`config.mk`:
```
export PLATFORM = sky130hd
export DESIGN_NAME = interp_table_loader_flat
export DESIGN_NICKNAME = d
export VERILOG_FILES = /design/src/rtl/interp_table_loader_if.sv /design/src/rtl/interp_table_loader.sv /design/src/flat_wrapper.sv
export SDC_FILE = /design/constraint.sdc
export NUM_CORES = 1
export LEC_CHECK = 0
export ABC_AREA = 1
export CAP_MARGIN = 0
export CORE_ASPECT_RATIO = 1.25
export CORE_UTILIZATION = 25
export CTS_CLUSTER_SIZE = 16
export DETAILED_ROUTE_END_ITERATION = 8
export GPL_TIMING_DRIVEN = 0
export MAX_ROUTING_LAYER = met4
export PLACE_DENSITY = 0.4
export SYNTH_ARGS = -nofsm -noshare
export SYNTH_HDL_FRONTEND = slang
export SYNTH_SLANG_ARGS = --single-unit
```
`constraint.sdc`:
```
create_clock -name clk -period 1.97 [get_ports clk]
set_clock_uncertainty 0.1 [all_clocks]
set_input_delay 0.394 -clock clk [delete_from_list [all_inputs] [get_ports clk]]
set_output_delay 0.394 -clock clk [all_outputs]
set_load 0.03 [all_outputs]
```
`src/rtl/interp_table_loader_if.sv`:
```
// Stream-in and RAM-write signals of the interpolation table loader.
// master: loader side, slave: host/RAM side.
interface interp_table_loader_if #(
  parameter int WORD_SIZE     = 16,
  parameter int ADDRESS_WIDTH = 16
);
  logic                     in_valid;
  logic [WORD_SIZE-1:0]     in_data;
  logic                     in_ready;
  logic                     ram_wr_en;
  logic [ADDRESS_WIDTH-1:0] ram_wr_add;
  logic [WORD_SIZE-1:0]     ram_wr_data;

  modport master (
    input  in_valid, in_data,
    output in_ready, ram_wr_en, ram_wr_add, ram_wr_data
  );

  modport slave (
    output in_valid, in_data,
    input  in_ready, ram_wr_en, ram_wr_add, ram_wr_data
  );
endinterface

```
`src/rtl/interp_table_loader.sv`:
```
// Writes the m / t / U word stream into the interpolation RAM layout.
// state    | meaning
// S_IDLE   | waiting for start
// S_LOAD_M | expecting point count m
// S_LOAD_T | expecting time samples t0..t(m-1), strictly increasing
// S_LOAD_U | expecting U vectors, row by row
// S_DONE   | load complete (done pulses on entry with the last write)
// S_ERR    | bad vec_len, bad m or non-increasing t; sticky until start
module interp_table_loader #(
  parameter int WORD_SIZE     = 16,
  parameter int ADDRESS_WIDTH = 16,
  parameter int M_ADDR        = 0,
  parameter int T_BASE        = 1,
  parameter int U_BASE        = 6,
  parameter int U_STRIDE      = 512,
  parameter int MAX_POINTS    = 5
) (
  input  logic                  clk,
  input  logic                  rst,
  input  logic                  start,
  input  logic [9:0]            vec_len,
  interp_table_loader_if.master bus,
  output logic                  busy,
  output logic                  done,
  output logic                  error
);
  localparam int PW = $clog2(MAX_POINTS + 1);
  localparam int CW = 10;
  localparam logic [ADDRESS_WIDTH-1:0] M_A = ADDRESS_WIDTH'(M_ADDR);
  localparam logic [ADDRESS_WIDTH-1:0] T_A = ADDRESS_WIDTH'(T_BASE);
  localparam logic [ADDRESS_WIDTH-1:0] U_A = ADDRESS_WIDTH'(U_BASE);
  localparam logic [ADDRESS_WIDTH-1:0] S_A = ADDRESS_WIDTH'(U_STRIDE);

  typedef enum logic [2:0] {
    S_IDLE, S_LOAD_M, S_LOAD_T, S_LOAD_U, S_DONE, S_ERR
  } state_t;

  state_t state, state_nx;

  logic [CW-1:0]               vec_len_q, col_left;
  logic [PW-1:0]               m_q, t_idx, row_left;
  logic signed [WORD_SIZE-1:0] t_prev;
  logic [ADDRESS_WIDTH-1:0]    row_base, u_addr;

  logic                     xfer, start_ok, len_bad, m_bad, t_bad, t_last, u_last;
  logic                     wr_req;
  logic [ADDRESS_WIDTH-1:0] wr_addr;
  logic                     wr_en_q;
  logic [ADDRESS_WIDTH-1:0] wr_add_q;
  logic [WORD_SIZE-1:0]     wr_data_q;

  assign xfer     = bus.in_valid & bus.in_ready;
  assign start_ok = start & ((state == S_IDLE) | (state == S_DONE) | (state == S_ERR));
  assign len_bad  = (vec_len == '0) || (32'(vec_len) > U_STRIDE);
  assign m_bad    = (bus.in_data == '0) || (32'(bus.in_data) > MAX_POINTS);
  assign t_bad    = (t_idx != '0) && ($signed(bus.in_data) <= t_prev);
  assign t_last   = (t_idx == m_q - PW'(1));
  assign u_last   = (col_left == CW'(1)) && (row_left == PW'(1));

  always_ff @(posedge clk or negedge rst) begin
    if (!rst) state <= S_IDLE;
    else      state <= state_nx;
  end

  always_comb begin
    state_nx = state;
    case (state)
      S_IDLE, S_DONE, S_ERR:
        if (start) state_nx = len_bad ? S_ERR : S_LOAD_M;
      S_LOAD_M:
        if (xfer) state_nx = m_bad ? S_ERR : S_LOAD_T;
      S_LOAD_T:
        if (xfer) begin
          if (t_bad)       state_nx = S_ERR;
          else if (t_last) state_nx = S_LOAD_U;
        end
      S_LOAD_U:
        if (xfer && u_last) state_nx = S_DONE;
      default: state_nx = S_IDLE;
    endcase
  end

  always_comb begin
    bus.in_ready = 1'b0;
    busy         = 1'b0;
    error        = (state == S_ERR);
    done         = (state == S_DONE) & wr_en_q;
    wr_req       = 1'b0;
    wr_addr      = wr_add_q;
    case (state)
      S_LOAD_M: begin
        bus.in_ready = 1'b1;
        busy         = 1'b1;
        wr_req       = xfer & ~m_bad;
        wr_addr      = M_A;
      end
      S_LOAD_T: begin
        bus.in_ready = 1'b1;
        busy         = 1'b1;
        wr_req       = xfer & ~t_bad;
        wr_addr      = T_A + ADDRESS_WIDTH'(t_idx);
      end
      S_LOAD_U: begin
        bus.in_ready = 1'b1;
        busy         = 1'b1;
        wr_req       = xfer;
        wr_addr      = u_addr;
      end
      default: ;
    endcase
  end

  // Walk counters: column/row counts go down to a terminal count of 1,
  // addresses advance by +1 per element and +U_STRIDE per row.
  always_ff @(posedge clk or negedge rst) begin
    if (!rst) begin
      vec_len_q <= '0;
      col_left  <= '0;
      m_q       <= '0;
      t_idx     <= '0;
      row_left  <= '0;
      t_prev    <= '0;
      row_base  <= '0;
      u_addr    <= '0;
    end else begin
      if (start_ok) begin
        vec_len_q <= vec_len;
        t_idx     <= '0;
      end
      case (state)
        S_LOAD_M:
          if (xfer && !m_bad) begin
            m_q      <= bus.in_data[PW-1:0];
            row_left <= bus.in_data[PW-1:0];
            col_left <= vec_len_q;
            row_base <= U_A;
            u_addr   <= U_A;
            t_idx    <= '0;
          end
        S_LOAD_T:
          if (xfer && !t_bad) begin
            t_prev <= $signed(bus.in_data);
            t_idx  <= t_idx + PW'(1);
          end
        S_LOAD_U:
          if (xfer) begin
            if (col_left == CW'(1)) begin
              col_left <= vec_len_q;
              row_left <= row_left - PW'(1);
              row_base <= row_base + S_A;
              u_addr   <= row_base + S_A;
            end else begin
              col_left <= col_left - CW'(1);
              u_addr   <= u_addr + ADDRESS_WIDTH'(1);
            end
          end
        default: ;
      endcase
    end
  end

  // Address/data hold their last values between writes.
  always_ff @(posedge clk or negedge rst) begin
    if (!rst) begin
      wr_en_q   <= 1'b0;
      wr_add_q  <= '0;
      wr_data_q <= '0;
    end else begin
      wr_en_q <= wr_req;
      if (wr_req) begin
        wr_add_q  <= wr_addr;
        wr_data_q <= bus.in_data;
      end
    end
  end

  assign bus.ram_wr_en   = wr_en_q;
  assign bus.ram_wr_add  = wr_add_q;
  assign bus.ram_wr_data = wr_data_q;
endmodule

```
`src/flat_wrapper.sv`:
```
// flat-port wrapper written by rule: the top's interface ports become plain ports
module interp_table_loader_flat 
#(
  parameter int WORD_SIZE     = 16,
  parameter int ADDRESS_WIDTH = 16,
  parameter int M_ADDR        = 0,
  parameter int T_BASE        = 1,
  parameter int U_BASE        = 6,
  parameter int U_STRIDE      = 512,
  parameter int MAX_POINTS    = 5
)
  (clk, rst, start, vec_len, busy, done, error, bus_in_valid, bus_in_data, bus_in_ready, bus_ram_wr_en, bus_ram_wr_add, bus_ram_wr_data);
  interp_table_loader_if #(.WORD_SIZE(WORD_SIZE), .ADDRESS_WIDTH(ADDRESS_WIDTH)) bus_i ();
  input  logic clk;
  input  logic rst;
  input  logic start;
  input  logic [9:0] vec_len;
  output logic busy;
  output logic done;
  output logic error;
  input wire logic [$bits(bus_i.in_valid)-1:0] bus_in_valid;
  input wire logic [$bits(bus_i.in_data)-1:0] bus_in_data;
  output wire logic [$bits(bus_i.in_ready)-1:0] bus_in_ready;
  output wire logic [$bits(bus_i.ram_wr_en)-1:0] bus_ram_wr_en;
  output wire logic [$bits(bus_i.ram_wr_add)-1:0] bus_ram_wr_add;
  output wire logic [$bits(bus_i.ram_wr_data)-1:0] bus_ram_wr_data;
  assign bus_i.in_valid = bus_in_valid;
  assign bus_i.in_data = bus_in_data;
  assign bus_in_ready = bus_i.in_ready;
  assign bus_ram_wr_en = bus_i.ram_wr_en;
  assign bus_ram_wr_add = bus_i.ram_wr_add;
  assign bus_ram_wr_data = bus_i.ram_wr_data;
  interp_table_loader #(.WORD_SIZE(WORD_SIZE), .ADDRESS_WIDTH(ADDRESS_WIDTH), .M_ADDR(M_ADDR), .T_BASE(T_BASE), .U_BASE(U_BASE), .U_STRIDE(U_STRIDE), .MAX_POINTS(MAX_POINTS)) u_core (.clk(clk), .rst(rst), .start(start), .vec_len(vec_len), .bus(bus_i), .busy(busy), .done(done), .error(error));
endmodule
```
==> reports/metrics.yaml, run 1 <==
htree_levels: 3
worst_slew_pin_slew_ps: 770
ant_nets: 0
run_status: "finished with violations"
syn2layout_area_growth_pct: 38.8
viasPerCell: 4.54
io_buffers: 66
netlist_area_um2: 5710
cp_data_arrival_time_ps: 2330
placedCellCount: 1085
power_uw: 8130
hp-class: "in2reg"
fin_util_pct: 35.4
fin_ws_ps: -219
grt_use_total_pct: 16.5
synth.avg_cell_area_um2: 7.77
grt_first_pass_wirelength_um: 28400
clk_latency_ps: 360
gp_congestion: 0.817
setup_viol: 56
syn_nets: 790
drive_gt1_share_pct: 22.8
power_density_nw_per_um2: 1030
r2r_setup_slack_ps: -220
die-width_um: 137
layout_common_cells: "nand2_1, dfrtp_1, inv_1"
routed_wl_um: 17600
nets: 893
row_count: 61
hold_viol: 0
via_count: 5113
fin_crit_sh_pct: 111
fill_cells: 2295
slew_headroom_pct: 48.7
tritoncts: "built"
period_minus_slack_ps: 2190
ys_ff_latch: 105
reg2regPathDepth: 15
fin_cells: 1125
worstSetupStartpoint: "u_core.t_prev[15]$_DFFE_PN0P_"
worstSetupPathType: "reg2reg"
start_kind: "register"
antennaDiodeCount: 0
syn_inst: 735
clkSinkCount: 105
ys_warn_count: 0
wire_per_inst_um: 15.7
grt_pass1_vias: 5290
start_util_pct: 25.5
drc: 0
final_common_cell: "nand2_1"
synth-main-ff-cell: "dfrtp_1"
crit_path_end: "u_core.bus.ram_wr_data[5]$_DFFE_PN0P_"
dp_slack_ps: -1250
fin_setup_tns_ps: -7970
grt.overflow.total: 0
clkTransAtPathRegs_ps: 80
clockBufferDepth: 2
r2r-start: "u_core.t_prev[15]$_DFFE_PN0P_"
coreArea_um2: 22400
ioPinCount: 67
ir_worst_vdd_mv: 0.510
firstDrtPassIters: 4
cap_violations: 0
violations: "setup timing"
drv_slew: 0
grt_max_degree: 64
yosysSeqAreaShare_pct: 46.0
synthDistinctLibCells: 38
dr.first_iter.drc_count: 191
cellLeakagePower_uw: 0.00374
hpwlAfterDp_um: 12900
die-height_um: 171
synth_enable_flop_cells: 0
cp-end-kind: "register"
r2r-end: "u_core.bus.ram_wr_data[5]$_DFFE_PN0P_"
crit_required_ps: 2110
root_buffer: "clkbuf_16"
postSynth.asyncResetShare_pct: 100
numCtsBuffers: 9
antenna_found_initial: 0
cp_max_fo: 7
dieArea_um2: 23500
rsz0062_at_grt: "true"
max_freq_mhz: 457
-- logic make-up (layout without fill, tap and decap cells) --
kind of cell	after synthesis	in the layout	synth area share, %
DFF	105	105	46.0
xor gates and xnor gates	11	11	1.69
muxes	4	4	0.789
buffers and inverters	126	233	9.01
AOI/OAI and AO/OA	115	115	11.1
and+or+nand+nor	349	349	25.9
adders and majority gates	25	25	5.48
-- critical path: stages (launching register included) --
cell and delay, ps:
dfrtp_1 370, inv_2 50, ha_4 280, nand4_1 180
nor2_4 180, nand2_2 70, nand2_1 60, nand2_1 50
nand3_2 100, nand2_4 60, nand3_4 70, buf_12 150
nand2_8 80, clkbuf_16 160, nand2_2 60, nand2_1 40
-- report_power, final --
part	internal, µW	switching [µW]
combinational	1210	1790
clock	1140	845
sequential	2690	439
total	5050	3080
-- per-layer routing --
| metal | vias to the layer above | track usage [%] | wire length [µm] |
|---|---|---|---|
| li1 | 2568 | - | - |
| met1 | 2458 | 18.7 | 7530 |
| met2 | 72 | 29.8 | 9440 |
| met3 | 15 | 2.01 | 424 |
| met4 | 0 | 5.45 | 239 |
| met5 | - | - | 0 |
-- synthesized netlist by cell type (2+ instances only) --
| cell type | n | area [µm²] |
|---|---|---|
| buf_2 | 9 | 45.0 |
| buf_4 | 6 | 45.0 |
| nand2_1 | 217 | 815 |
| nor2_4 | 2 | 22.5 |
| nor3_1 | 17 | 85.1 |
| o21bai_1 | 2 | 15.0 |
| xnor2_1 | 3 | 26.3 |
| nor2_1 | 34 | 128 |
| nor4_1 | 2 | 12.5 |
| mux2_2 | 4 | 45.0 |
| xor2_1 | 8 | 70.1 |
| a21oi_1 | 31 | 155 |
| o22ai_1 | 2 | 12.5 |
| o21ai_1 | 2 | 10.0 |
| inv_1 | 96 | 360 |
| nand4_1 | 5 | 31.3 |
| dfrtp_1 | 105 | 2630 |
| o21ai_0 | 64 | 320 |
| o211ai_1 | 4 | 30.0 |
| clkbuf_1 | 10 | 37.5 |
| nand3b_1 | 2 | 15.0 |
| o31ai_1 | 4 | 30.0 |
| nand3_1 | 63 | 315 |
| inv_2 | 3 | 11.3 |
| nand2_2 | 3 | 18.8 |
| ha_1 | 25 | 313 |
-- per-stage QoR --
step / area (µm²) / hold slack [ps]
2_1_floorplan: 6000 / -1.59
3_3_place_gp: 7010 / 373
3_5_place_dp: 7040 / 250
4_1_cts: 7700 / 350
5_1_grt: 7930 / 386
6_report: 7930 / 363
-- cell type report --
cell class,count,area (µm²),share of cell area [%]
buffer,26,260,3.28
clock buffer,12,246,3.11
clock inverter,3,65.1,0.821
inverter,100,380,4.80
multi-input combinational,504,3100,39.1
sequential,105,2630,33.2
tap,283,354,4.47
timing repair buffer,92,888,11.2
-- registers in the layout (all words and copies together), names as in the netlist, 8 cells and up --
name                    count
u_core.bus.ram_wr_data     16
u_core.bus.ram_wr_add      16
u_core.row_base             8
u_core.vec_len_q           10
u_core.col_left            10
u_core.u_addr              16
u_core.t_prev              16
-- worst min path at each step --
stage | startpoint | to | slack (ps) | depth (start not counted)
3_5_place_dp | rst | u_core.bus.ram_wr_add[8]$_DFFE_PN0P_ | 250 | 1
6_report | bus_in_data[1] | u_core.bus.ram_wr_data[1]$_DFFE_PN0P_ | 360 | 3
3_3_place_gp | u_core.t_prev[3]$_DFFE_PN0P_ | u_core.t_prev[3]$_DFFE_PN0P_ | 370 | 2
5_1_grt | bus_in_data[10] | u_core.bus.ram_wr_data[10]$_DFFE_PN0P_ | 390 | 3
2_1_floorplan | rst | u_core.bus.ram_wr_add[0]$_DFFE_PN0P_ | -2 | 0
4_1_cts | bus_in_data[15] | u_core.bus.ram_wr_data[15]$_DFFE_PN0P_ | 350 | 3
-- repair_timing --
item	4_1_cts	5_1_grt
gates cloned	0	1
setup buffers	18	5
endpoints found under the hold margin	42	0
endpoints found under the setup margin	100	106
gates resized for setup	112	60
pin swaps	17	17
hold buffers	1	0
Power figures use the tool's default switching activity.
==> run 2, diff against run 1 <==
--- a/config.mk
+++ b/config.mk
@@ -13,7 +13,6 @@
 export DETAILED_ROUTE_END_ITERATION = 8
 export GPL_TIMING_DRIVEN = 0
 export MAX_ROUTING_LAYER = met4
-export PLACE_DENSITY = 0.4
 export SYNTH_ARGS = -nofsm -noshare
 export SYNTH_HDL_FRONTEND = slang
 export SYNTH_SLANG_ARGS = --single-unit
==> run 2 against run 1 <==
- the run still ends with setup timing left
- largest power group unchanged
- critical endpoint is now u_core.bus.ram_wr_en$_DFF_PN0_
- total power down 2.0%
- design area down 0.90%
- combinational power down 2%
- die area unchanged
- sequential share of layout area up 0.32 points
- register-to-register slack better by 30 ps
- critical path depth down 1
- first-iteration DRC count up 53%
- cell count up 0.36%
- clock-buffer cell count down 1
- sequential power about the same
==> reports/metrics.yaml, run 2 (synthesized netlist as in run 1, its figures left out) <==
drive_gt1_share_pct: 20.9  # -1.9 points
violations: "setup timing"
hold_viol: 0  # unchanged
ant_nets: 0  # unchanged
combPwrFrac_pct: 36.8  # -0.2 points
cp-end-kind: "register"
hold_depth: 3  # unchanged
row_count: 61  # unchanged
via_count: 5117  # +0.078%
ir_worst_vdd_mv: 0.420  # -18%
setup_viol: 56  # unchanged
whs_ps: 352  # -10.9 ps
dr.first_iter.drc_count: 293  # +53%
numCtsBuffers: 9  # unchanged
hpwlAfterDp_um: 11300  # -12%
gp_congestion: 0.830  # +1.6%
r2r-start: "u_core.t_prev[15]$_DFFE_PN0P_"
firstDrtPassIters: 4  # unchanged
switchingPower_uw: 3020  # -2.0%
power_uw: 7960  # -2.0%
fill_cells: 2302  # +0.31%
die-width_um: 137  # unchanged
die-height_um: 171  # unchanged
routed_wl_um: 15800  # -11%
grt_use_total_pct: 14.5  # -2.0 points
viasPerCell: 4.53  # -0.28%
fin_util_pct: 35.1  # -0.32 points
syn2layout_area_growth_pct: 37.6
r2r-end: "u_core.bus.ram_wr_en$_DFF_PN0_"
crit_required_ps: 2120  # about the same
cp_max_fo: 10  # +3
drv_slew: 0  # unchanged
antennaDiodeCount: 0  # unchanged
seqPwrFrac_pct: 39.4  # +0.8 points
fin_ws_ps: -187  # +32.6 ps
clk_latency_ps: 360  # about the same
fin_crit_sh_pct: 109  # -1.7 points
start_kind: "register"
start_util_pct: 25.5  # unchanged
grt_max_degree: 67  # +4.7%
worst_slew_pin_slew_ps: 628  # -141 ps
r2r_setup_slack_ps: -190  # +30 ps
final_common_cell: "nand2_1"
switching_share_pct: 37.9  # about the same
ioPinCount: 67  # unchanged
max_freq_mhz: 464  # +1.5%
drc: 0  # unchanged
clkSinkCount: 105  # unchanged
root_buffer: "clkbuf_16"
io_buffers: 66  # unchanged
p_clk_share_pct: 23.8  # -0.7 points
p_int_uw: 4940  # -2.1%
grt_pass1_vias: 5003  # -5.4%
fin_setup_tns_ps: -7170  # +801 ps
cellLeakagePower_uw: 0.00369  # -1.5%
clockBufferDepth: 2  # unchanged
hp-class: "in2reg"
worstHoldEndpoint: "u_core.bus.ram_wr_data[9]$_DFFE_PN0P_"
antenna_found_initial: 0  # unchanged
htree_levels: 3  # unchanged
grt.overflow.total: 0  # unchanged
clkTransAtPathRegs_ps: 70  # about the same
tritoncts: "built"
hp-start: "bus_in_data[9]"
dp_slack_ps: -1070  # +179 ps
reg2regPathDepth: 14  # -1
layout_common_cells: "nand2_1, dfrtp_1, inv_1"
slew_headroom_pct: 58.1  # +9.4 points
worstSetupPathType: "reg2reg"
run_status: "finished with violations"
dieArea_um2: 23500  # unchanged
wire_per_inst_um: 14.0  # -11%
grt_first_pass_wirelength_um: 25400  # -10%
power_density_nw_per_um2: 1010  # -1.1%
cap_violations: 0  # unchanged
cp_data_arrival_time_ps: 2310  # -20 ps
rsz0062_at_grt: "true"
coreArea_um2: 22400  # unchanged
nets: 896  # +0.34%
period_minus_slack_ps: 2160  # -32.6 ps
==> run 2: area by class of cell <==
cell class | instances | area, µm² | share of cell area [%]
well taps | 283 | 354 | 4.51
plain buffers | 25 | 235 | 2.99
multi-input cells | 504 | 3030 | 38.5
clock inverters | 5 | 62.6 | 0.796
repair buffers | 96 | 921 | 11.7
flip-flops and latches | 105 | 2630 | 33.5
clock buffers | 11 | 243 | 3.09
inverters | 100 | 383 | 4.87
==> run 2: power groups by stage <==
| stage | registers (µW) | clock network, µW | logic (µW) |
|---|---|---|---|
| 2_1_floorplan | 3330 | 0 | 1490 |
| 3_3_place_gp | 3140 | 0 | 2570 |
| 3_5_place_dp | 3150 | 0 | 2610 |
| 4_1_cts | 3110 | 1950 | 2750 |
| 5_1_grt | 3210 | 2040 | 3250 |
| 6_report | 3140 | 1890 | 2930 |
==> run 2: critical path: stages, from the launching register on <==
cell     delay, ps
dfrtp_1        360
inv_2           50
ha_4           270
nand4_1        180
a21oi_2        170
nor2_1          70
nand2_1         60
nand2_1         60
nand3_2         80
nand2_2         60
nand3_2         80
buf_8          160
nand2_4         70
buf_8          150
buf_12         120
==> run 2: worst max path at each step <==
stage / from / to / slack (ps) / cells past startpoint
after floorplan: bus_in_data[5] / u_core.bus.ram_wr_data[10]$_DFFE_PN0P_ / -20 / 16
final: u_core.t_prev[15]$_DFFE_PN0P_ / u_core.bus.ram_wr_en$_DFF_PN0_ / -190 / 14
after detailed placement: bus_in_data[1] / u_core.t_prev[2]$_DFFE_PN0P_ / -1070 / 14
after global placement: rst / u_core.bus.ram_wr_data[9]$_DFFE_PN0P_ / -3940 / 1
after global routing: u_core.t_prev[15]$_DFFE_PN0P_ / u_core.bus.ram_wr_data[10]$_DFFE_PN0P_ / -360 / 15
after CTS: u_core.t_prev[7]$_DFFE_PN0P_ / u_core.bus.ram_wr_en$_DFF_PN0_ / -180 / 16
==> run 2: metal layers <==
metal | global-route usage (%) | vias to the layer above | share of wire, %
li1 | - | 2583 | -
met3 | 2.22 | 20 | 2.9
met5 | - | - | 0
met4 | 5.69 | 0 | 2.2
met1 | 16.9 | 2450 | 43
met2 | 24.8 | 64 | 52
==> run 2: timing repair <==
item / CTS / global route
pin swaps: 12 / 28
hold endpoints to repair: 39 / 0
buffers inserted: 14 / 13
hold buffers: 1 / 0
setup endpoints to repair: 101 / 101
gates cloned: 0 / 1
resized for setup: 94 / 67
==> run 2: metrics by stage <==
| step | cell area [µm²] | instances |
|---|---|---|
| after floorplan | 6000 | 735 |
| after global placement | 7010 | 1084 |
| after detailed placement | 7040 | 1085 |
| after CTS | 7590 | 1116 |
| after global routing | 7860 | 1129 |
| final | 7860 | 1129 |
